### config.mk
export PLATFORM = sky130hd
export DESIGN_NAME = risc_8bit_flat
export DESIGN_NICKNAME = d
export VERILOG_FILES = /design/src/rtl/risc_8bit_pkg.sv /design/src/rtl/risc_8bit_if.sv /design/src/rtl/risc_8bit_alu.sv /design/src/rtl/risc_8bit.sv /design/src/flat_wrapper.sv
export SDC_FILE = /design/constraint.sdc
export NUM_CORES = 1
export LEC_CHECK = 0
export ABC_AREA = 0
export CAP_MARGIN = 15
export CORE_ASPECT_RATIO = 1.75
export CORE_MARGIN = 2
export CORE_UTILIZATION = 50
export CTS_BUF_LIST = sky130_fd_sc_hd__clkbuf_8
export CTS_CLUSTER_SIZE = 25
export DETAILED_ROUTE_END_ITERATION = 10
export PLACE_DENSITY = 0.67
export SYNTH_ARGS = -nofsm -noshare
export SYNTH_HDL_FRONTEND = slang
export SYNTH_HIERARCHICAL = 1
export SYNTH_MEMORY_MAX_BITS = 65536
export SYNTH_SLANG_ARGS = --single-unit
### constraint.sdc
create_clock -name clk -period 4.9 [get_ports clk]
set_clock_uncertainty 0.15 [all_clocks]
set_input_delay 0.735 -clock clk [delete_from_list [all_inputs] [get_ports clk]]
set_output_delay 0.735 -clock clk [all_outputs]
set_load 0.005 [all_outputs]
### src/rtl/risc_8bit_pkg.sv
// Shared definitions for the 8-bit RISC demo core: opcodes, instruction
// field positions and the built-in default program.
package risc_8bit_pkg;

  typedef enum logic [3:0] {
    OP_NOP  = 4'h0,
    OP_ADD  = 4'h1,
    OP_SUB  = 4'h2,
    OP_AND  = 4'h3,
    OP_OR   = 4'h4,
    OP_XOR  = 4'h5,
    OP_SHL  = 4'h6,
    OP_SHR  = 4'h7,
    OP_LDI  = 4'h8,
    OP_LD   = 4'h9,
    OP_ST   = 4'hA,
    OP_IN   = 4'hB,
    OP_OUT  = 4'hC,
    OP_JMP  = 4'hD,
    OP_BZ   = 4'hE,
    OP_HALT = 4'hF
  } opcode_e;

  localparam int unsigned OP_HI  = 15;
  localparam int unsigned OP_LO  = 12;
  localparam int unsigned RD_HI  = 11;
  localparam int unsigned RD_LO  = 9;
  localparam int unsigned RS1_HI = 8;
  localparam int unsigned RS1_LO = 6;
  localparam int unsigned RS2_HI = 5;
  localparam int unsigned RS2_LO = 3;
  localparam int unsigned IMM_HI = 7;
  localparam int unsigned IMM_LO = 0;

  // Default program: IN r1; ADD r2,r1,r1; OUT r2; JMP 0
  localparam logic [15:0] PROG_IN_R1   = 16'hB200;
  localparam logic [15:0] PROG_ADD_R2  = 16'h1448;
  localparam logic [15:0] PROG_OUT_R2  = 16'hC080;
  localparam logic [15:0] PROG_JMP_0   = 16'hD000;
  localparam logic [15:0] PROG_HALT    = 16'hF000;

  function automatic logic [15:0] default_prog(input logic [7:0] addr);
    case (addr)
      8'd0:    return PROG_IN_R1;
      8'd1:    return PROG_ADD_R2;
      8'd2:    return PROG_OUT_R2;
      8'd3:    return PROG_JMP_0;
      default: return PROG_HALT;
    endcase
  endfunction

endpackage

### src/rtl/risc_8bit_if.sv
// Board I/O bundle: switches into the core, LEDs out of it.
interface risc_8bit_if;
  logic [7:0] sw;
  logic [7:0] led;

  modport master (output sw, input led);
  modport slave  (input sw, output led);
endinterface

### src/rtl/risc_8bit_alu.sv
// Combinational 8-bit ALU for opcodes ADD..SHR; carry/borrow is bit 8 of the
// 9-bit result, logic ops clear it.
module risc_8bit_alu
  import risc_8bit_pkg::*;
(
  input  opcode_e    op,
  input  logic [7:0] a,
  input  logic [7:0] b,
  output logic [7:0] y,
  output logic       z,
  output logic       c
);

  always_comb begin
    y = '0;
    c = 1'b0;
    case (op)
      OP_ADD:  {c, y} = {1'b0, a} + {1'b0, b};
      OP_SUB:  {c, y} = {1'b0, a} - {1'b0, b};
      OP_AND:  y = a & b;
      OP_OR:   y = a | b;
      OP_XOR:  y = a ^ b;
      OP_SHL:  begin y = {a[6:0], 1'b0}; c = a[7]; end
      OP_SHR:  begin y = {1'b0, a[7:1]}; c = a[0]; end
      default: y = a;
    endcase
    z = (y == '0);
  end

endmodule

### src/rtl/risc_8bit.sv
// Single-cycle 8-bit RISC core: 256x16 ROM, 8x8 register file, 16x8 RAM,
// switch input through a 2-flop synchronizer, registered LED output.
module risc_8bit
  import risc_8bit_pkg::*;
#(
  parameter string PROG_FILE = ""
) (
  input  logic       clk,
  input  logic       rst_n,
  risc_8bit_if.slave io
);

  logic [15:0] rom [256];
  logic [7:0]  ram [16];
  logic [7:0]  regs [8];
  logic [7:0]  pc, led_q, sw_meta, sw_sync;
  logic        zf, cf, halted;

  logic [15:0] instr;
  opcode_e     op;
  logic [2:0]  rd, rs1, rs2;
  logic [7:0]  imm, a, b, rdv, alu_y, wr_data;
  logic        alu_z, alu_c, alu_op, wr_en;

  initial begin : rom_init
    for (int unsigned i = 0; i < 256; i++) rom[i] = default_prog(8'(i));
  end

  assign instr = rom[pc];
  assign op    = opcode_e'(instr[OP_HI:OP_LO]);
  assign rd    = instr[RD_HI:RD_LO];
  assign rs1   = instr[RS1_HI:RS1_LO];
  assign rs2   = instr[RS2_HI:RS2_LO];
  assign imm   = instr[IMM_HI:IMM_LO];

  // regs[0] is never written, so it reads as zero without a read-side mux
  assign a   = regs[rs1];
  assign b   = regs[rs2];
  assign rdv = regs[rd];

  assign alu_op = (op >= OP_ADD) && (op <= OP_SHR);

  risc_8bit_alu u_alu (
    .op (op),
    .a  (a),
    .b  (b),
    .y  (alu_y),
    .z  (alu_z),
    .c  (alu_c)
  );

  always_comb begin
    wr_en   = alu_op;
    wr_data = alu_y;
    case (op)
      OP_LDI:  begin wr_en = 1'b1; wr_data = imm;           end
      OP_LD:   begin wr_en = 1'b1; wr_data = ram[a[3:0]];   end
      OP_IN:   begin wr_en = 1'b1; wr_data = sw_sync;       end
      default: ;
    endcase
  end

  always_ff @(posedge clk) begin
    if (!rst_n) begin
      pc      <= '0;
      zf      <= 1'b0;
      cf      <= 1'b0;
      led_q   <= '0;
      halted  <= 1'b0;
      sw_meta <= '0;
      sw_sync <= '0;
      for (int unsigned i = 0; i < 8; i++) regs[i] <= '0;
    end else begin
      sw_meta <= io.sw;
      sw_sync <= sw_meta;
      if (!halted) begin
        pc <= pc + 8'd1;
        if (wr_en && (rd != 3'd0)) regs[rd] <= wr_data;
        if (alu_op) begin
          zf <= alu_z;
          cf <= alu_c;
        end
        case (op)
          OP_OUT:  led_q <= a;
          OP_JMP:  pc <= imm;
          OP_BZ:   if (zf) pc <= imm;
          OP_HALT: begin pc <= pc; halted <= 1'b1; end
          default: ;
        endcase
      end
    end
  end

  // RAM keeps its contents across reset; a store is still blocked while reset is low
  always_ff @(posedge clk) begin
    if (rst_n && !halted && (op == OP_ST)) ram[a[3:0]] <= rdv;
  end

  assign io.led = led_q;

endmodule

### src/flat_wrapper.sv
// flat-port wrapper written by rule: the top's interface ports become plain ports
module risc_8bit_flat import risc_8bit_pkg::*;
#(
  parameter string PROG_FILE = ""
)
  (clk, rst_n, io_sw, io_led);
  risc_8bit_if io_i ();
  input  logic clk;
  input  logic rst_n;
  input wire logic [$bits(io_i.sw)-1:0] io_sw;
  output wire logic [$bits(io_i.led)-1:0] io_led;
  assign io_i.sw = io_sw;
  assign io_led = io_i.led;
  risc_8bit #(.PROG_FILE(PROG_FILE)) u_core (.clk(clk), .rst_n(rst_n), .io(io_i));
endmodule
* Yosys cells after proc, flatten, opt, wreduce, memory -nomap -nowiden
Memories as Yosys holds them, arrays and structs flattened. A register that Yosys moved wholly into a read port is not among the register bits.
Index checks and enable logic that the tools add are counted.
** Cells by class
- Add/subtract/negate cells :: 3
- $mul :: 0
- Divide/modulo/power cells :: 0
- $lt $le $gt $ge :: 2
- Eq/ne operators :: 15
- Shifts and indexed selects :: 0
- Multiplexer cells :: 19
- Bitwise gates (word level) :: 5
- Reductions and logical operators :: 12
** Operators with widths (number)
- $pmux 8 s7 :: 1
- $pmux 8 s3 :: 2
- $eq 4x4->1 const B :: 8
- $mux 8 :: 4
- $eq 4x3->1 const B :: 4
- $mux 1 :: 11
- $add 8x1->8 const B :: 1
- $add 8x8->8 :: 1
- $and 8x8->8 :: 1
- $eq 4x2->1 const B :: 2
- $logic_not 8->1 :: 1
- $or 8x8->8 :: 1
- $reduce_or 8->1 :: 1
- $sub 8x8->8 :: 1
- $xor 8x8->8 :: 1
- $reduce_and 2->1 :: 3
- $eq 4x1->1 const B :: 1
- $ge 4x1->1 const B :: 1
- $le 4x3->1 const B :: 1
- $logic_and 1x1->1 :: 4
- $mux 3 :: 1
- $reduce_bool 3->1 :: 1
- $reduce_or 3->1 :: 1
- $not 1->1 :: 2
- $logic_not 1->1 :: 1
** Storage, ports and cells
- Flip-flop bits (word level) :: 34
- Bits in latches :: 0
- Bits in writable memories :: 192
- ROM bits :: 2304
- Input port bits :: 10
- Output and inout bits :: 8
- Logic and storage cells :: 65
- Memories :: 3
** Memories
- u_core.rom :: words 256, bits a word 9, rd ports 1, clocked after memory_dff 1, write ports 0, RTL line risc_8bit.sv:13 : logic [15:0] rom [256];
- u_core.ram :: words 16, bits a word 8, rd ports 1, clocked after memory_dff 0, write ports 1, RTL line risc_8bit.sv:14 : logic [7:0] ram [16];
- u_core.regs :: words 8, bits a word 8, rd ports 3, clocked after memory_dff 0, write ports 8, RTL line risc_8bit.sv:15 : logic [7:0] regs [8];

* Logic depth before layout (Yosys ltp)
Gate-level depths: netlist (run 1).
- Depth in word-level cells :: 10
- Depth in mapped cells :: 19
- Depth with buffers taken out :: 16

* Cells and area by module
Netlist (run 1), hierarchy kept.
** By module, submodules not included
- risc_8bit :: times used 1, cells an instance 560, area an instance 8473.1 µm², seq. area each 5625.4 µm²
- risc_8bit_alu :: times used 1, cells an instance 209, area an instance 1442.6 µm², seq. area each 0.0 µm²

* Worst setup path before layout (run 1)
OpenSTA, ideal clock, no wires.
- Path kind :: register to register
- From :: reg, netlist name u_core/instr[6]
- To :: mem u_core.regs[1][3], data pin
- Setup time :: 0.264 ns
- Arrival time :: 3.791 ns
- Data required time :: 4.486 ns
- Path slack :: 0.695 ns
- Cell stages (with the launch flop) :: 20
- Buffers on the path :: 5
- Period minus slack after synthesis :: 4.205 ns
- Cell sequence :: dfxtp_1 > buf_6 > mux4_2 > buf_2 > buf_4 > buf_2 > buf_4 > inv_1 > ha_1 > a21oi_1 > o21ba_1 > and2_1 > o32a_1 > o32a_1 > nand2_1 > a21oi_1 > a221o_1 > a21oi_1 > and3_1 > nor2_1
** RTL lines (RTL line)
- to (decl) :: risc_8bit.sv:15

==> summary.txt, run 1 <==
Run status
  – Status: finished clean

Critical path
  – Critical Path Max Stage Delay: 0.52 ns
  – Worst setup EP type: flop
  – CP bufs+invs: 2
  – Ordered list of cells on the worst path: mux2_2 -> nor2_1 -> a21oi_1 -> inv_1 -> ha_1 -> inv_1 -> o22ai_1 -> nor4_1 -> or4_1 -> o211ai_1 -> o221a_2 -> nor2b_1 -> a21oi_1 -> o221ai_1 -> a311oi_1 -> nor2b_1
  – Startpoint Class: flop
  – Worst Path Required: 5.15 ns
  – Kind of critical path: flop to flop
  – Crit path max fanout: 12
  – Crit path max-delay cell type: or4_1
  – Launch point of the worst reg-to-reg path: u_core/instr[6]
  – R2R cell count: 16
  – Reg2Reg Setup Slack: 0.50 ns
  – Delay-heaviest family, CP: compound AO/OA/AOI/OAI gates
  – Worst EP arrival: 4.65 ns
  – Reg2reg end: u_core/regs[3][7]

Power and ir drop
  – Largest vdd supply drop: 0.3038 mV
  – Leakage Power: 0.003839 uW
  – Clock share of power: 0.196
  – Switching power share of the total: 0.3953
  – Pint: 3932 uW
  – Switch Pwr: 2571 uW
  – Comb pwr share: 0.445
  – Cell area power density: 602.7 nW/um2
  – Seq pwr share: 0.359

Worst hold path
  – Hold path cells: 1
  – Worst min path class: flop to flop
  – Hold path startpoint: u_core/sw_meta[5]
  – Hold Path Sink: u_core/sw_sync[5]

STA
  – Unrepaired setup endpoints after global routing: no
  – Setup violations, final: 0
  – Worst-margin pin slew: 0.9286 ns
  – Slew Limit Fails: 0
  – Fin. Hold Viols: 0
  – Setup TNS: 0 ns
  – Fmax: 227.2 MHz
  – Min cycle time layout: 4.402 ns
  – Fraction of the cycle the final worst path needs: 0.8984
  – Slew HR: 0.3801

Global route
  – Total track usage: 0.2423
  – Number of global-route vias before repair: 6556
  – Antenna violations before repair: 0
  – Gr ovfl total: 0
  – First-pass GRT wire length: 37.07 mm
  – Largest net degree at the start of global routing: 46

Layout
  – P&R area growth vs syn: 9.538%
  – Fill count: 1630
  – Share of cells above drive strength 1: 0.1485
  – Antenna cells: 0
  – Core Util, Final: 0.5514
  – Multi-input gate area: 3849 um2
  – Sequential Area: 5627 um2
  – Final nets: 821

Clocking
  – CTS max path bufs: 3
  – Setup Buffers After CTS: 0
  – Root Driver: clkbuf_8
  – Worst skew pair latency: 0.57 ns
  – Clk pin slew, worst setup/hold paths: 0.06 ns
  – CTS sink cnt: 201
  – CTS Hold Bufs: 0
  – CTS buffer count: 29
  – CTS H-tree lvls: 1
  – TritonCTS clock tree: done

Place
  – GPL Wtd Cong: 0.9109
  – Port Buffers: 17
  – Post-DP HPWL: 18.00 mm

Flow run
  – MaxCap Viol Count: 0

Routing
  – Via count: 6338
  – Iter 0 DRT Violations: 413
  – Drt pass-1 iters: 5
  – WL final: 24.46 mm
  – DRC viols: 0
  – Wire per inst: 23.23 um
  – Vias per inst: 6.019
  – Post-DRT Antenna Nets: 0

Die
  – Floorplan row count: 68
  – Die Height: 189.7 um
  – Core ar.: 19570 um2
  – I/O pins: 18
  – Chip Width: 110.1 um
  – Die area: 20880 um2
  – Starting density of the core: 0.5034

Yosys
  – Post-Syn Area: 9851 um2
  – Cells after Synth: 758
  – YS warnings: 6
  – Post-Syn Area per Cell: 13.00 um2
==> worst max path at each step <==
stage / from / slack (ns) / cells past startpoint / to
2_1_floorplan: u_core/instr[6] / 0.69 / 19 / u_core/regs[1][3]
3_3_place_gp: u_core/instr[6] / 0.51 / 16 / u_core/regs[1][6]
3_5_place_dp: u_core/instr[6] / 0.40 / 16 / u_core/regs[3][7]
4_1_cts: u_core/instr[6] / 0.34 / 16 / u_core/regs[3][7]
5_1_grt: u_core/instr[6] / 0.15 / 16 / u_core/regs[1][7]
6_report: u_core/instr[6] / 0.50 / 16 / u_core/regs[3][7]
==> power by group through the flow <==
stage	combinational (uW)	sequential [uW]	clock (uW)
after floorplan	2200	2240	0
after global placement	2810	2360	0
after global routing	3120	2360	1380
after CTS	2880	2340	1310
final	2890	2340	1270
after detailed placement	2870	2370	0
==> final cells by class <==
type | instances | share of cell area
inverter | 38 | 0.01322
tap | 245 | 0.02841
multi-input combinational | 481 | 0.3567
clock buffer | 33 | 0.04209
sequential | 201 | 0.5215
clock inverter | 21 | 0.01055
timing repair buffer | 34 | 0.02760
==> cell usage in the layout (no fill, tap or decap), types with 18 or more instances in the layout <==
cell	n
edfxtp_1	160
nor2_1	62
inv_1	51
nand2_1	42
dfxtp_1	40
clkbuf_8	33
mux2i_1	33
mux4_2	27
and2_1	24
ha_1	24
a21oi_1	23
nor2b_1	19
mux2_2	18
o21ai_0	18
a31oi_1	18
==> worst reg2reg max path: cells and delay by family (launching register included) <==
family          cells  cell delay, ns
flops               1            0.50
buf+inv             2            0.19
compound gates      7            1.75
mux                 1            0.24
simple gates        5            0.93
fa+ha+maj           1            0.48
==> layer usage <==
metal	share of wire	vias up	GRT usage
li1	-	2921	-
met1	0.34	3183	0.2393
met2	0.57	169	0.4627
met3	0.033	65	0.02638
met4	0.064	0	0.1481
met5	0	-	0
==> flip-flops by register name, summed over array words and instances (netlist names) <==
signal / count
u_core/zf: 1
u_core/instr: 7
u_core/pc: 8
u_core/ram: 128
u_core/sw_sync: 8
u_core/regs: 32
u_core/halted: 1
u_core/sw_meta: 8
u_core/io.led: 8
==> repair_timing <==
action,in CTS,in global routing
setup endpoints to repair,0,3
hold endpoints to repair,0,0
gates resized for setup,0,1
==> metrics by stage <==
step	instances	hold slack (ns)	total power (uW)	cell area, um2	worst slack [ns]
after floorplan	765	0.2619	4442	9877	0.6947
after global placement	999	0.2653	5178	10220	0.5142
after detailed placement	999	0.2684	5240	10220	0.4007
after CTS	1053	0.2842	6526	10790	0.3394
after global routing	1053	0.3057	6864	10790	0.1507
final	1053	0.2857	6503	10790	0.4978
(Power assumes the default switching activity.)
==> run 2, diff against run 1 <==
--- a/config.mk
+++ b/config.mk
@@ -13,6 +13,7 @@
 export CTS_BUF_LIST = sky130_fd_sc_hd__clkbuf_8
 export CTS_CLUSTER_SIZE = 25
 export DETAILED_ROUTE_END_ITERATION = 10
+export GPL_ROUTABILITY_DRIVEN = 0
 export PLACE_DENSITY = 0.67
 export SYNTH_ARGS = -nofsm -noshare
 export SYNTH_HDL_FRONTEND = slang
==> summary.txt, run 2 (synthesized netlist as in run 1, its figures left out) <==
Run status
  – Status: finished clean

STA
  – Fin. Hold Viols: 0 (unchanged)
  – Fraction of the cycle the final worst path needs: 0.9325 (+0.03409)
  – Setup TNS: 0 ns (unchanged)
  – Slew HR: 0.4271 (+0.04700)
  – Slew Limit Fails: 0 (unchanged)
  – Setup violations, final: 0 (unchanged)
  – Unrepaired setup endpoints after global routing: no
  – Min Hold Slack: 0.2847 ns (-0.0009970 ns)
  – Fmax: 218.9 MHz (-3.7%)
  – Min cycle time layout: 4.569 ns (+0.1670 ns)
  – Worst-margin pin slew: 0.8562 ns (-0.07239 ns)

Critical path
  – Kind of critical path: flop to flop
  – Critical Path Start: u_core/instr[6]
  – Crit path max-delay cell type: mux4_1
  – Most frequent CP cell: nor2b_1
  – Critical Path Max Stage Delay: 0.70 ns (+0.18 ns)
  – Crit path max fanout: 11 (-1)
  – Worst setup EP type: flop
  – Delay-heaviest family, CP: compound AO/OA/AOI/OAI gates
  – Startpoint Class: flop
  – Reg2Reg Setup Slack: 0.33 ns (-0.17 ns)
  – Reg2reg end: u_core/regs[3][7]
  – CP bufs+invs: 2 (unchanged)
  – R2R cell count: 15 (-1)
  – Worst EP arrival: 4.81 ns (+0.16 ns)
  – Worst Path Required: 5.14 ns (about the same)
  – Ordered list of cells on the worst path: buf_4 -> mux4_1 -> inv_1 -> ha_1 -> nor2b_1 -> o21ai_1 -> and2_1 -> a221oi_1 -> a2111o_1 -> o221a_2 -> nor2b_1 -> a21oi_1 -> o221ai_1 -> a311oi_1 -> nor2b_1
  – Launch point of the worst reg-to-reg path: u_core/instr[6]

Clocking
  – Post-CTS resize count: 0 (unchanged)
  – Root Driver: clkbuf_8
  – CTS buffer count: 28 (-3.4%)
  – CTS sink cnt: 201 (unchanged)
  – CTS max path bufs: 3 (unchanged)
  – Clk pin slew, worst setup/hold paths: 0.07 ns (about the same)
  – TritonCTS clock tree: done
  – Worst skew pair latency: 0.54 ns (-0.03 ns)
  – CTS Hold Bufs: 0 (unchanged)
  – CTS H-tree lvls: 1 (unchanged)
  – Setup Buffers After CTS: 0 (unchanged)

Routing
  – Iter 0 DRT Violations: 562 (+36%)
  – Post-DRT Antenna Nets: 0 (unchanged)
  – Met2 wire length: 12.96 mm (-6.6%)
  – Metal3 WL: 1.060 mm (+33%)
  – Vias per inst: 6.114 (+1.6%)
  – WL final: 23.53 mm (-3.8%)
  – Via count: 6426 (+1.4%)
  – Wl on met1: 8.084 mm (-1.6%)
  – Wire per inst: 22.39 um (-3.6%)
  – Max layer used: met4
  – DRC viols: 0 (unchanged)
  – Drt pass-1 iters: 8 (+3)

Place
  – Post-DP HPWL: 16.98 mm (-5.7%)
  – Port Buffers: 17 (unchanged)

Global route
  – Antenna violations before repair: 0 (unchanged)
  – Total track usage: 0.2322 (-0.01007)
  – Gr ovfl total: 0 (unchanged)
  – Largest net degree at the start of global routing: 46 (unchanged)
  – First-pass GRT wire length: 36.11 mm (-2.6%)
  – Number of global-route vias before repair: 6549 (-0.11%)

Layout
  – Most frequent cells in the layout: 160 x edfxtp_1, 62 x nor2_1, 47 x inv_1, 42 x nand2_1, 41 x dfxtp_1
  – Share of cells above drive strength 1: 0.1439 (-0.004594)
  – Commonest non-fill, non-tap cell in the layout: edfxtp_1
  – Max reg flops: 128 (unchanged)
  – P&R area growth vs syn: 9.095%
  – Antenna cells: 0 (unchanged)
  – Final nets: 820 (-0.12%)

Die
  – I/O pins: 18 (unchanged)
  – Die area: 20880 um2 (unchanged)
  – Die Height: 189.7 um (unchanged)
  – Floorplan row count: 68 (unchanged)
  – Starting density of the core: 0.5034 (unchanged)
  – Chip Width: 110.1 um (unchanged)
  – Core ar.: 19570 um2 (unchanged)

Worst hold path
  – Worst min path class: flop to flop
  – Hold path startpoint: u_core/sw_meta[2]
  – Hold Path Sink: u_core/sw_sync[2]
  – Hold path cells: 1 (unchanged)

Flow run
  – MaxCap Viol Count: 0 (unchanged)

Power and ir drop
  – Largest vdd supply drop: 0.3425 mV (+13%)
  – Leakage Power: 0.003802 uW (-0.97%)
  – Cell area power density: 596.2 nW/um2 (-1.1%)
-- run 2: through the flow --
step | setup slack (ns) | instances | power, uW | util | cell area, um2
finish | 0.3308 | 1051 | 6407 | 0.5492 | 10750
floorplan | 0.6947 | 765 | 4442 | - | 9877
CTS | 0.4471 | 1051 | 6394 | 0.5492 | 10750
global route | 0.1337 | 1051 | 6759 | 0.5492 | 10750
detailed placement | 0.5039 | 999 | 5175 | 0.5223 | 10220
global placement | 0.6209 | 999 | 5083 | 0.5223 | 10220
-- run 2: power breakdown --
| part | total [uW] | leakage [uW] | switching (uW) | internal (uW) |
|---|---|---|---|---|
| sequential | 2300 | 0.00182 | 141 | 2160 |
| clock | 1210 | 0.000305 | 601 | 605 |
| combinational | 2900 | 0.00167 | 1810 | 1100 |
| total | 6410 | 0.00380 | 2550 | 3860 |
-- run 2: worst register-to-register path: cells and delay by family (launching register included) --
kind	cells	cell delay, ns
AOI/OAI and AO/OA	7	1.58
muxes	1	0.70
and+or+nand+nor	4	0.65
DFF	1	0.62
buffers and inverters	2	0.40
adders and majority gates	1	0.32
-- run 2: cell type report --
cell class	count	area, um2
multi-input combinational	481	3849
inverter	38	142.6
tap	245	306.5
clock buffer	29	399.1
timing repair buffer	34	297.8
clock inverter	23	126.4
fill	1658	8822
sequential	201	5625
-- run 2: worst max-delay path by stage --
stage                              to  slack [ns]  cells past startpoint
finish              u_core/regs[3][7]        0.33                     15
detailed placement  u_core/regs[1][7]        0.50                     15
global placement    u_core/regs[1][7]        0.62                     15
CTS                 u_core/regs[1][7]        0.45                     15
floorplan           u_core/regs[1][3]        0.69                     19
global route        u_core/regs[3][7]        0.13                     15
-- run 2: per-layer routing --
layer	vias to the layer above	GRT usage
met4	0	0.1404
li1	2926	-
met5	-	0
met3	81	0.03220
met1	3154	0.2407
met2	265	0.4280
==> run 3, diff against run 2 <==
--- a/config.mk
+++ b/config.mk
@@ -9,12 +9,13 @@
 export CAP_MARGIN = 15
 export CORE_ASPECT_RATIO = 1.75
 export CORE_MARGIN = 2
-export CORE_UTILIZATION = 50
+export CORE_UTILIZATION = 35
 export CTS_BUF_LIST = sky130_fd_sc_hd__clkbuf_8
-export CTS_CLUSTER_SIZE = 25
+export CTS_CLUSTER_SIZE = 12
 export DETAILED_ROUTE_END_ITERATION = 10
 export GPL_ROUTABILITY_DRIVEN = 0
-export PLACE_DENSITY = 0.67
+export PLACE_DENSITY = 0.51
+export RECOVER_POWER = 50
 export SYNTH_ARGS = -nofsm -noshare
 export SYNTH_HDL_FRONTEND = slang
 export SYNTH_HIERARCHICAL = 1
==> summary.txt, run 3 (synthesized netlist as in run 1, its figures left out) <==
Worst hold path
  – Hold path startpoint: u_core/sw_meta[2]
  – Worst min path class: flop to flop
  – Hold path cells: 1 (unchanged)
  – Hold Path Sink: u_core/sw_sync[2]

Die
  – Die area: 29560 um2 (+42%)
  – I/O pins: 18 (unchanged)
  – Chip Width: 130.8 um (+19%)
  – Starting density of the core: 0.3534 (-0.1499)
  – Die Height: 225.9 um (+19%)
  – Core ar.: 27870 um2 (+42%)
  – Floorplan row count: 81 (+19%)

Power and ir drop
  – Switching power share of the total: 0.3988 (+0.001023)
  – Largest vdd supply drop: 0.2903 mV (-15%)
  – Pint: 3957 uW (+2.6%)
  – Total chip power: 6583 uW (+2.7%)
  – Cell area power density: 600.1 nW/um2 (+0.65%)
  – Leakage Power: 0.003833 uW (+0.81%)
  – Clock share of power: 0.197 (+0.009)
  – Seq pwr share: 0.357 (-0.002)
  – Switch Pwr: 2626 uW (+3.0%)
  – Comb pwr share: 0.446 (-0.007)

Routing
  – Wire per inst: 21.55 um (-3.7%)
  – WL final: 25.52 mm (+8.4%)
  – Vias per inst: 5.420 (-11%)
  – Via count: 6417 (-0.14%)
  – Drt pass-1 iters: 5 (-3)
  – Iter 0 DRT Violations: 488 (-13%)
  – Post-DRT Antenna Nets: 0 (unchanged)
  – DRC viols: 0 (unchanged)

Critical path
  – Ordered list of cells on the worst path: mux2_2 -> nor2_1 -> a21oi_1 -> inv_1 -> ha_1 -> inv_1 -> o22ai_1 -> nor4_1 -> or4_1 -> o211ai_1 -> o221a_2 -> nor2b_1 -> a21oi_1 -> o221ai_1 -> a311oi_1 -> buf_4 -> nor2b_1
  – Critical Path Start: u_core/instr[6]
  – Worst EP arrival: 4.73 ns (-0.08 ns)
  – Reg2reg end: u_core/regs[3][7]
  – Kind of critical path: flop to flop
  – Crit path max-delay cell type: dfxtp_1
  – CP bufs+invs: 3 (+1)
  – R2R cell count: 17 (+2)
  – Delay-heaviest family, CP: compound AO/OA/AOI/OAI gates
  – Startpoint Class: flop
  – Launch point of the worst reg-to-reg path: u_core/instr[6]
  – Crit path max fanout: 8 (-3)
  – Worst setup EP type: flop
  – Worst Path Required: 5.15 ns (about the same)
  – Reg2Reg Setup Slack: 0.42 ns (+0.09 ns)
  – Critical Path Max Stage Delay: 0.56 ns (-0.14 ns)

STA
  – Unrepaired setup endpoints after global routing: no
  – Min cycle time layout: 4.481 ns (-0.08843 ns)
  – Setup TNS: 0 ns (unchanged)
  – Worst-margin pin slew: 1.201 ns (+0.3444 ns)
  – Fin. Hold Viols: 0 (unchanged)
  – Slew HR: 0.1996 (-0.2275)
  – Fmax: 223.2 MHz (+2.0%)
  – Slew Limit Fails: 0 (unchanged)
  – Setup violations, final: 0 (unchanged)
  – Fraction of the cycle the final worst path needs: 0.9144 (-0.01805)
  – Post-route setup slack: 0.4192 ns (+0.08843 ns)

Place
  – Placed inst area: 10420 um2 (+1.9%)
  – Dpl cells: 1130 (+13%)
  – Post-DP HPWL: 18.40 mm (+8.3%)
  – Pre-CTS WS: 0.5061 ns (+0.002270 ns)
  – Port Buffers: 17 (unchanged)

Layout
  – Most frequent cells in the layout: 160 x edfxtp_1, 62 x nor2_1, 42 x nand2_1, 41 x inv_1, 41 x dfxtp_1
  – Commonest non-fill, non-tap cell in the layout: edfxtp_1
  – P&R area growth vs syn: 11.37%
  – Design Area, Final: 10970 um2 (+2.1%)
  – Share of cells above drive strength 1: 0.1529 (+0.008977)
  – Multi-input gate area: 3849 um2 (unchanged)
  – Antenna cells: 0 (unchanged)
  – Max reg flops: 128 (unchanged)
  – Fill count: 2609 (+57%)
  – Sequential Area: 5625 um2 (unchanged)
  – Final non-filler cell total: 1184 (+13%)
  – Final nets: 824 (+0.49%)

Global route
  – First-pass GRT wire length: 38.70 mm (+7.1%)
  – Antenna violations before repair: 0 (unchanged)
  – Gr ovfl total: 0 (unchanged)
  – Largest net degree at the start of global routing: 46 (unchanged)
  – Number of global-route vias before repair: 6524 (-0.38%)
  – Total track usage: 0.1777 (-0.05450)

Clocking
  – CTS max path bufs: 3 (unchanged)
  – CTS Hold Bufs: 0 (unchanged)
  – CTS buffer count: 29 (+3.6%)
  – Root Driver: clkbuf_8
  – CTS H-tree lvls: 1 (unchanged)
  – Post-CTS resize count: 0 (unchanged)
  – Setup Buffers After CTS: 0 (unchanged)
  – Worst skew pair latency: 0.58 ns (+0.04 ns)
  – Clk pin slew, worst setup/hold paths: 0.07 ns (about the same)
  – TritonCTS clock tree: done
  – CTS sink cnt: 201 (unchanged)

Run status
  – Status: finished clean

Flow run
  – MaxCap Viol Count: 0 (unchanged)
-- run 3: stage by stage --
stage,hold slack (ns),utilization
after floorplan,0.2619,-
after global placement,0.2643,0.3737
after detailed placement,0.2768,0.3737
after CTS,0.2922,0.3942
after global routing,0.3021,0.3936
final,0.2878,0.3936
-- run 3: final cells by class --
| class | count | area share |
|---|---|---|
| Sequential cell | 201 | 0.5128 |
| Multi-Input combinational cell | 481 | 0.3508 |
| Clock inverter | 22 | 0.01175 |
| Clock buffer | 32 | 0.04015 |
| Tap cell | 373 | 0.04254 |
| Inverter | 38 | 0.01300 |
| Timing Repair Buffer | 37 | 0.02897 |
-- run 3: worst max-delay path by stage --
stage | end | slack (ns) | cells past startpoint
floorplan | u_core/regs[1][3] | 0.69 | 19
finish | u_core/regs[3][7] | 0.42 | 17
global placement | u_core/regs[1][6] | 0.64 | 16
CTS | u_core/regs[2][7] | 0.47 | 17
global route | u_core/regs[2][7] | 0.08 | 17
detailed placement | u_core/regs[2][7] | 0.51 | 17
-- run 3: per-layer routing --
metal  part of all wire  up-vias  track usage  wire length (um)
met3              0.036       68      0.02156               922
met1               0.35     3219       0.1783              8848
met5                  0        -            0                 0
met2               0.57      197       0.3515             14550
met4              0.047        0      0.08202              1203
li1                   -     2933            -                 -
-- run 3: power groups by stage --
stage                     registers, uW  clock network (uW)  logic, uW
after floorplan                    2240                   0       2200
after global placement             2390                   0       2870
after detailed placement           2390                   0       2910
after CTS                          2350                1340       2920
after global routing               2370                1400       3180
final                              2350                1300       2930
